`src/rtl/uart_rx_core.sv`:
```
`timescale 1ns/1ps
// Purpose : 8N1 UART receiver (start, 8 data LSB first, stop) with a small FWFT receive FIFO.
// Latency : a byte is visible on rx_valid_o 1 clk after its stop-bit decision sample.
// Backpr. : rx_ready_i pops the FIFO head; a byte arriving with the FIFO full is dropped and sets overflow_o.
//
// Ports:
//   clk_i, rst_n_i   system clock, asynchronous active-low reset
//   baud_div_i       clk cycles per sample tick (0 behaves as 1), latched at start detection
//   rx_i             asynchronous serial input, idle high
//   rx_data_o        head-of-FIFO byte; rx_valid_o = FIFO not empty; rx_ready_i pops
//   frame_err_o      sticky, stop bit sampled low; overflow_o sticky, byte lost to a full FIFO
//   err_clr_i        clears both sticky flags (a set in the same cycle wins)
//   busy_o           receiver is inside a frame
//
// Build option: define UART_RX_MAJORITY_EN to decide every bit by a 2-of-3 vote over the
// ticks centre-1, centre and centre+1 (decision at centre+1). Otherwise one centre sample.
module uart_rx_core #(
  parameter int SAMPLE_NUM = 16,
  parameter int FIFO_DEPTH = 4,
  parameter int DIV_W      = 16
) (
  input  logic             clk_i,
  input  logic             rst_n_i,
  input  logic [DIV_W-1:0] baud_div_i,
  input  logic             rx_i,
  output logic [7:0]       rx_data_o,
  output logic             rx_valid_o,
  input  logic             rx_ready_i,
  output logic             frame_err_o,
  output logic             overflow_o,
  input  logic             err_clr_i,
  output logic             busy_o
);

  localparam int SW = $clog2(SAMPLE_NUM);
  localparam int AW = $clog2(FIFO_DEPTH);
  localparam int CW = AW + 1;

`ifdef UART_RX_MAJORITY_EN
  localparam int DEC_OFS = 1;
`else
  localparam int DEC_OFS = 0;
`endif

  // Tick index (within the start bit) at which the start bit is decided; every later
  // decision is exactly SAMPLE_NUM ticks after the previous one.
  localparam logic [SW-1:0] START_PT = SW'(SAMPLE_NUM/2 - 1 + DEC_OFS);
  localparam logic [SW-1:0] BIT_PT   = SW'(SAMPLE_NUM - 1);

  localparam logic [1:0] ST_IDLE  = 2'd0;
  localparam logic [1:0] ST_START = 2'd1;
  localparam logic [1:0] ST_DATA  = 2'd2;
  localparam logic [1:0] ST_STOP  = 2'd3;

  logic [1:0]       state;
  logic             rx_meta;
  logic             rx_s;
  logic             rx_prev;
  logic             fall;
  logic [DIV_W-1:0] div_lat;
  logic [DIV_W-1:0] div_cnt;
  logic             tick;
  logic [SW-1:0]    samp_cnt;
  logic [2:0]       bit_cnt;
  logic [7:0]       shreg;
  logic             bit_val;
  logic             stop_done;
  logic             push;
  logic             frame_err_set;

  // ---------------- input synchronizer and falling-edge detect ----------------
  always_ff @(posedge clk_i or negedge rst_n_i) begin
    if (!rst_n_i) begin
      rx_meta <= 1'b1;
      rx_s    <= 1'b1;
      rx_prev <= 1'b1;
    end else begin
      rx_meta <= rx_i;
      rx_s    <= rx_meta;
      rx_prev <= rx_s;
    end
  end

  // Only an edge starts a frame, so a line stuck low after a bad stop bit cannot re-trigger.
  assign fall = rx_prev & ~rx_s;

  // ---------------- sample-tick divider ----------------
  assign busy_o = (state != ST_IDLE);
  assign tick   = busy_o && (div_cnt == div_lat - DIV_W'(1));

  always_ff @(posedge clk_i or negedge rst_n_i) begin
    if (!rst_n_i) begin
      div_lat <= DIV_W'(1);
      div_cnt <= '0;
    end else if (state == ST_IDLE) begin
      // Held at 0 while idle so the first tick lands one full divider period after the edge.
      div_cnt <= '0;
      if (fall) begin
        div_lat <= (baud_div_i == '0) ? DIV_W'(1) : baud_div_i;
      end
    end else if (tick) begin
      div_cnt <= '0;
    end else begin
      div_cnt <= div_cnt + DIV_W'(1);
    end
  end

  // ---------------- bit value decision ----------------
`ifdef UART_RX_MAJORITY_EN
  logic [1:0] hist;

  always_ff @(posedge clk_i or negedge rst_n_i) begin
    if (!rst_n_i) begin
      hist <= 2'b11;
    end else if (state == ST_IDLE) begin
      hist <= 2'b11;
    end else if (tick) begin
      hist <= {hist[0], rx_s};
    end
  end

  // hist holds the two previous ticks' samples; rx_s is the current (centre+1) tick.
  assign bit_val = (hist[1] & hist[0]) | (hist[1] & rx_s) | (hist[0] & rx_s);
`else
  assign bit_val = rx_s;
`endif

  // ---------------- frame FSM ----------------
  always_ff @(posedge clk_i or negedge rst_n_i) begin
    if (!rst_n_i) begin
      state    <= ST_IDLE;
      samp_cnt <= '0;
      bit_cnt  <= '0;
      shreg    <= '0;
    end else begin
      case (state)
        ST_IDLE: begin
          if (fall) begin
            state    <= ST_START;
            samp_cnt <= '0;
          end
        end
        ST_START: begin
          if (tick) begin
            if (samp_cnt == START_PT) begin
              samp_cnt <= '0;
              if (bit_val) begin
                state <= ST_IDLE;       // line went back high: glitch, not a start bit
              end else begin
                state   <= ST_DATA;
                bit_cnt <= '0;
              end
            end else begin
              samp_cnt <= samp_cnt + SW'(1);
            end
          end
        end
        ST_DATA: begin
          if (tick) begin
            if (samp_cnt == BIT_PT) begin
              samp_cnt <= '0;
              shreg    <= {bit_val, shreg[7:1]};
              if (bit_cnt == 3'd7) begin
                state <= ST_STOP;
              end else begin
                bit_cnt <= bit_cnt + 3'd1;
              end
            end else begin
              samp_cnt <= samp_cnt + SW'(1);
            end
          end
        end
        default: begin // ST_STOP
          if (tick) begin
            if (samp_cnt == BIT_PT) begin
              // Leaving at the stop-bit centre leaves half a bit to catch a back-to-back start.
              samp_cnt <= '0;
              state    <= ST_IDLE;
            end else begin
              samp_cnt <= samp_cnt + SW'(1);
            end
          end
        end
      endcase
    end
  end

  assign stop_done     = (state == ST_STOP) && tick && (samp_cnt == BIT_PT);
  assign push          = stop_done && bit_val;
  assign frame_err_set = stop_done && !bit_val;

  // ---------------- receive FIFO (first-word fall-through) ----------------
  logic [7:0]    mem [FIFO_DEPTH];
  logic [AW-1:0] wr_ptr;
  logic [AW-1:0] rd_ptr;
  logic [CW-1:0] count;
  logic          full;
  logic          pop;
  logic          wr_en;
  logic          ovf_set;

  assign full    = (count == CW'(FIFO_DEPTH));
  assign pop     = rx_ready_i && (count != '0);
  // A pop in the same cycle frees the slot, so a push into a full FIFO still lands.
  assign wr_en   = push && (!full || pop);
  assign ovf_set = push && full && !pop;

  always_ff @(posedge clk_i or negedge rst_n_i) begin
    if (!rst_n_i) begin
      wr_ptr <= '0;
      rd_ptr <= '0;
      count  <= '0;
      for (int i = 0; i < FIFO_DEPTH; i++) begin
        mem[i] <= '0;
      end
    end else begin
      if (wr_en) begin
        mem[wr_ptr] <= shreg;
        wr_ptr      <= wr_ptr + AW'(1);
      end
      if (pop) begin
        rd_ptr <= rd_ptr + AW'(1);
      end
      case ({wr_en, pop})
        2'b10:   count <= count + CW'(1);
        2'b01:   count <= count - CW'(1);
        default: count <= count;
      endcase
    end
  end

  assign rx_data_o  = mem[rd_ptr];
  assign rx_valid_o = (count != '0);

  // ---------------- sticky error flags ----------------
  always_ff @(posedge clk_i or negedge rst_n_i) begin
    if (!rst_n_i) begin
      frame_err_o <= 1'b0;
      overflow_o  <= 1'b0;
    end else begin
      if (frame_err_set) begin
        frame_err_o <= 1'b1;
      end else if (err_clr_i) begin
        frame_err_o <= 1'b0;
      end
      if (ovf_set) begin
        overflow_o <= 1'b1;
      end else if (err_clr_i) begin
        overflow_o <= 1'b0;
      end
    end
  end

endmodule

```
`config.mk`:
```
export PLATFORM = sky130hd
export DESIGN_NAME = uart_rx_core
export DESIGN_NICKNAME = d
export VERILOG_FILES = /design/src/rtl/uart_rx_core.sv
export SDC_FILE = /design/constraint.sdc
export NUM_CORES = 1
export LEC_CHECK = 0
export CELL_PAD_IN_SITES_DETAIL_PLACEMENT = 0
export CELL_PAD_IN_SITES_GLOBAL_PLACEMENT = 2
export CORE_MARGIN = 3
export CORE_UTILIZATION = 35
export DETAILED_ROUTE_END_ITERATION = 8
export PLACE_DENSITY_LB_ADDON = 0.1
export RECOVER_POWER = 100
export SLEW_MARGIN = 5
export SYNTH_ARGS = -nofsm -noshare
export SYNTH_HDL_FRONTEND = slang
export SYNTH_SLANG_ARGS = --single-unit
```
`constraint.sdc`:
```
create_clock -name clk_i -period 11.6 [get_ports clk_i]
set_clock_uncertainty 0.2 [all_clocks]
set_input_delay 1.74 -clock clk_i [delete_from_list [all_inputs] [get_ports clk_i]]
set_output_delay 1.74 -clock clk_i [all_outputs]
set_load 0.02 [all_outputs]
```
==> flow_results.org <==
** Hold path
- The worst hold path belongs to the class reg -> reg.
- Startpoint of the tightest hold check path :: rx_meta
- Capture endpoint of the worst hold path :: bit_val
- Cell depth of the worst hold path :: 0

** Clock network
- Maximum number of buffers from clock root to sink :: 2
- Hold-fix buffer count after cts :: 0
- CTS saw 93 sinks.
- TritonCTS clock tree :: yes
- H-tree depth :: 3
- The number of clock buffers added by TritonCTS is 9.
- Count of cells resized by post-cts repair :: 0
- After clock tree synthesis, the clock-pin slew on the worst setup and hold paths is 0.07 ns.
- Once the clock tree was built, the setup fixing pass inserted 0 buffers.
- For the worst-skew pair, the clock arrives at the later sink with an insertion delay of 0.35 ns.
- Root buffer cell :: clkbuf_16

** Cells and area
- In the final layout, the share of cells above drive strength 1 is 15.8%.
- Area grow syn2layout :: 14.9%
- Commonest cells after routing, fill and taps aside :: dfrtp_1, nand2_1, mux2_2, nor2_1, xnor2_1
- The final layout contains 490 nets.
- Leaving out fill and tap cells, the most frequent cell in the layout is dfrtp_1.
- Once layout is complete, the cells apart from fillers number 639.
- The number of antenna diodes in the final layout is 0.

** Synth
- Number of flops mapped to enable cells by yosys :: 0
- In the synthesized netlist the dominant register cell turns out to be dfrtp_1.
- Gate Count Post-Synth :: 431
- The share of the Yosys chip area taken by registers is 48.5%.
- Main area contributors after synthesis :: dfrtp_1, mux2_2, nand2_1, mux4_2, xnor2_1
- Share of flip-flops with an asynchronous set or reset :: 100%
- Portion of synthesized cell area occupied by the leading cell type :: 46.3%
- Post-Syn Area :: 4810 µm²
- Count of different cell masters after synthesis :: 62
- Counting every net in the synthesized netlist gives 463.
- Dividing the synthesized area by the synthesized cell count gives 11.2 µm².
- Total number of yosys warnings :: 0
- Register bit total from synthesis :: 93
- The synthesized design spends more area on one cell type than any other, namely dfrtp_1.

** Setup path
- Of all nets on the critical path, the largest fanout is 68.
- The setup path with the least slack is of type in -> async.
- Number of cells traversed by the worst register-to-register path :: 15
- Most common cell on crit path :: clkbuf_1
- Traced cell by cell, the critical path runs through clkbuf_1 > clkbuf_1.
- Worst Setup Start Kind :: input port
- In this run the critical register-to-register path is captured at count[2].
- On the critical path, the stage with the largest delay is an instance of clkbuf_1.
- The critical path contains buffers and inverters numbering 2 combined.
- The worst setup path is captured at an async pin.
- Among cell families on the critical path, the largest total delay comes from buffers and inverters.
- CP max stage delay :: 2.65 ns
- STA puts the critical path data arrival time at 5.43 ns.
- Required @ worst endpoint :: 11.02 ns
- Reg2reg setup slack :: 7.18 ns
- In this run the critical register-to-register path is launched from div_lat[0].

** Power
- Max IR drop VDD :: 0.0000835 V
- For this design the static power due to leakage is 2.46 nW.
- The design draws 0.000851 W.
- P per Cell Area :: 154 nW/µm²

** STA
- Number of hold violations in the final report :: 0
- Final setup violation count :: 0
- Period Utilization, post-route :: 51.8%
- The tightest hold path in the finished design has a slack of 0.161 ns.
- The number of slew-limit violations in the final report is 88.
- Unrepaired setup endpoints after global routing :: false
- Slew at the pin closest to its max-slew limit :: 3.66 ns
- Setup slack closes at 5.59 ns.
- Adding up every negative setup slack in the final design gives 0 ns.
- Derived from the worst setup path, the maximum achievable clock frequency is 0.166 GHz.
- Max_slew headroom :: -144%
- Minimum clock period after layout :: 6.01 ns

** Place
- The count of buffers added on input and output ports is 32.
- Number of placed instances with taps included :: 623
- Global placement routability congestion :: 0.834
- HPWL after DPL :: 7.26 mm
- Prior to clock tree synthesis, the placed netlist has a worst setup slack of 7.29 ns.

** Die
- The core region is 13,300 µm².
- Pin placement for this block handled 33 I/O pins.
- The floorplan step set the die width to 123 µm.
- For this configuration, the core starts out at a cell density of 36.0%.
- After floorplanning, the core was divided into 42 placement rows.
- The floorplan step defined a die boundary enclosing 15,200 µm².
- From bottom edge to top edge, the die measures 123 µm.

** Drt
- Summing over every cut layer, the via total after detailed routing is 3,236.
- Number of iterations in the first detailed-routing pass :: 4
- After the first detailed-routing iteration, the DRC count stood at 166.
- Total routed wirelength :: 9.98 mm
- Final antenna-violating net count :: 0
- Dividing the detail-routed wire length by the instance count gives 15.6 µm.
- Vias/cell :: 5.06
- For this run, design rule violations remaining after detail routing come to 0.

** GRT
- The initial antenna violation count came to 0.
- The first global-routing pass estimated 17.1 mm of wire.
- Entering global routing, the biggest net connects 69 pins.
- In the global route stage, overall resource usage came out at 14.7%.
- Via count of the first global-routing pass :: 3,295
- Summed over all layers, the global routing overflow is 0.

** Outcome
- The final reports fail on max-capacitance violations, max-slew violations.
- Outcome :: complete, but fails checks

** Flow run
- Max Cap Viol :: 2
-- power by group --
part | internal (W) | switching, W
sequential | 0.000357 | 0.0000617
clock | 0.000153 | 0.000129
combinational | 0.0000792 | 0.0000698
-- worst register-to-register path, cell delays in order, from the launching register on --
cell and delay, ns:
dfstp_1 0.39, inv_1 0.09, ha_1 0.26, or3b_2 0.56, nor4_1 0.42, mux2i_1 0.28, o21ai_0 0.14, or4_1 0.53
nand2b_1 0.24, or3_1 0.40, ha_1 0.21, inv_1 0.07, fa_1 0.17, xor2_1 0.14, nor2_1 0.06, xor2_1 0.14
-- cells in the mapped netlist, types with 2 or more instances --
cell type / instances
dfrtp_1: 89
nand2_1: 57
mux2_2: 41
nor2_1: 27
xnor2_1: 20
xor2_1: 19
nand3_1: 16
inv_1: 13
and3_1: 10
ha_1: 10
clkbuf_1: 9
o21ai_0: 9
mux4_2: 8
nor4_1: 8
a21oi_1: 7
buf_2: 6
nor3_1: 6
or3_1: 5
dfstp_2: 4
nand4_1: 4
nor3b_1: 4
o211ai_1: 4
mux2i_1: 3
nor2b_1: 3
or4_4: 3
a32o_1: 2
and2_1: 2
nand2b_1: 2
nand3b_1: 2
nor4b_1: 2
o22ai_1: 2
o311ai_0: 2
o31a_1: 2
or4_1: 2
-- state kept, by name (all words and copies together) (netlist names) --
| name | flops |
|---|---|
| rx_prev | 1 |
| bit_cnt | 3 |
| bit_val | 1 |
| div_lat | 16 |
| overflow_o | 1 |
| count | 3 |
| samp_cnt | 4 |
| state | 2 |
| shreg | 8 |
| frame_err_o | 1 |
| div_cnt | 16 |
| mem | 32 |
| rx_meta | 1 |
| rd_ptr | 2 |
| wr_ptr | 2 |
-- stage by stage --
stage | utilization, % | cell area [µm²]
floorplan | - | 4810
global placement | 39.6 | 5280
detailed placement | 39.6 | 5280
CTS | 41.7 | 5570
global route | 41.4 | 5530
finish | 41.4 | 5530
-- worst max-delay path by stage --
stage,start,endpoint,slack [ns],cells after the start
detailed placement,div_lat[0],count[2],7.29,15
global placement,div_lat[0],count[2],7.40,15
floorplan,div_lat[7],count[2],7.66,14
CTS,div_lat[0],count[2],7.28,15
finish,rst_n_i,samp_cnt[2],5.59,2
global route,rst_n_i,samp_cnt[0],4.55,2
-- layout make-up --
class                      count  area (µm²)
multi-input combinational    307        2320
timing repair buffer          34         322
clock inverter                 5        43.8
sequential                    93        2330
clock buffer                  11         243
tap                          176         220
fill                        1352        7820
inverter                      13        48.8
-- routing by layer --
| metal | part of all wire, % | wire (µm) | up-vias | track usage (%) |
|---|---|---|---|---|
| met1 | 48 | 4760 | 1598 | 19.4 |
| met3 | 3.5 | 346 | 9 | 4.16 |
| met2 | 47 | 4740 | 50 | 23.2 |
| met4 | 1.3 | 134 | 0 | 5.05 |
| li1 | - | - | 1579 | - |
| met5 | 0 | 0 | - | 0 |
-- cell families (layout without fill, tap and decap cells) --
family                     count (synthesis)  in the layout  share of synthesized area (%)
AOI/OAI and AO/OA                         41             41                           6.32
xor gates and xnor gates                  39             39                           7.10
adders and majority gates                 11             11                           3.02
buffers and inverters                     31             63                           2.81
DFF                                       93             93                           48.5
muxes                                     53             53                           14.2
and+or+nand+nor                          163            163                           18.1
(Power assumes the default switching activity.)
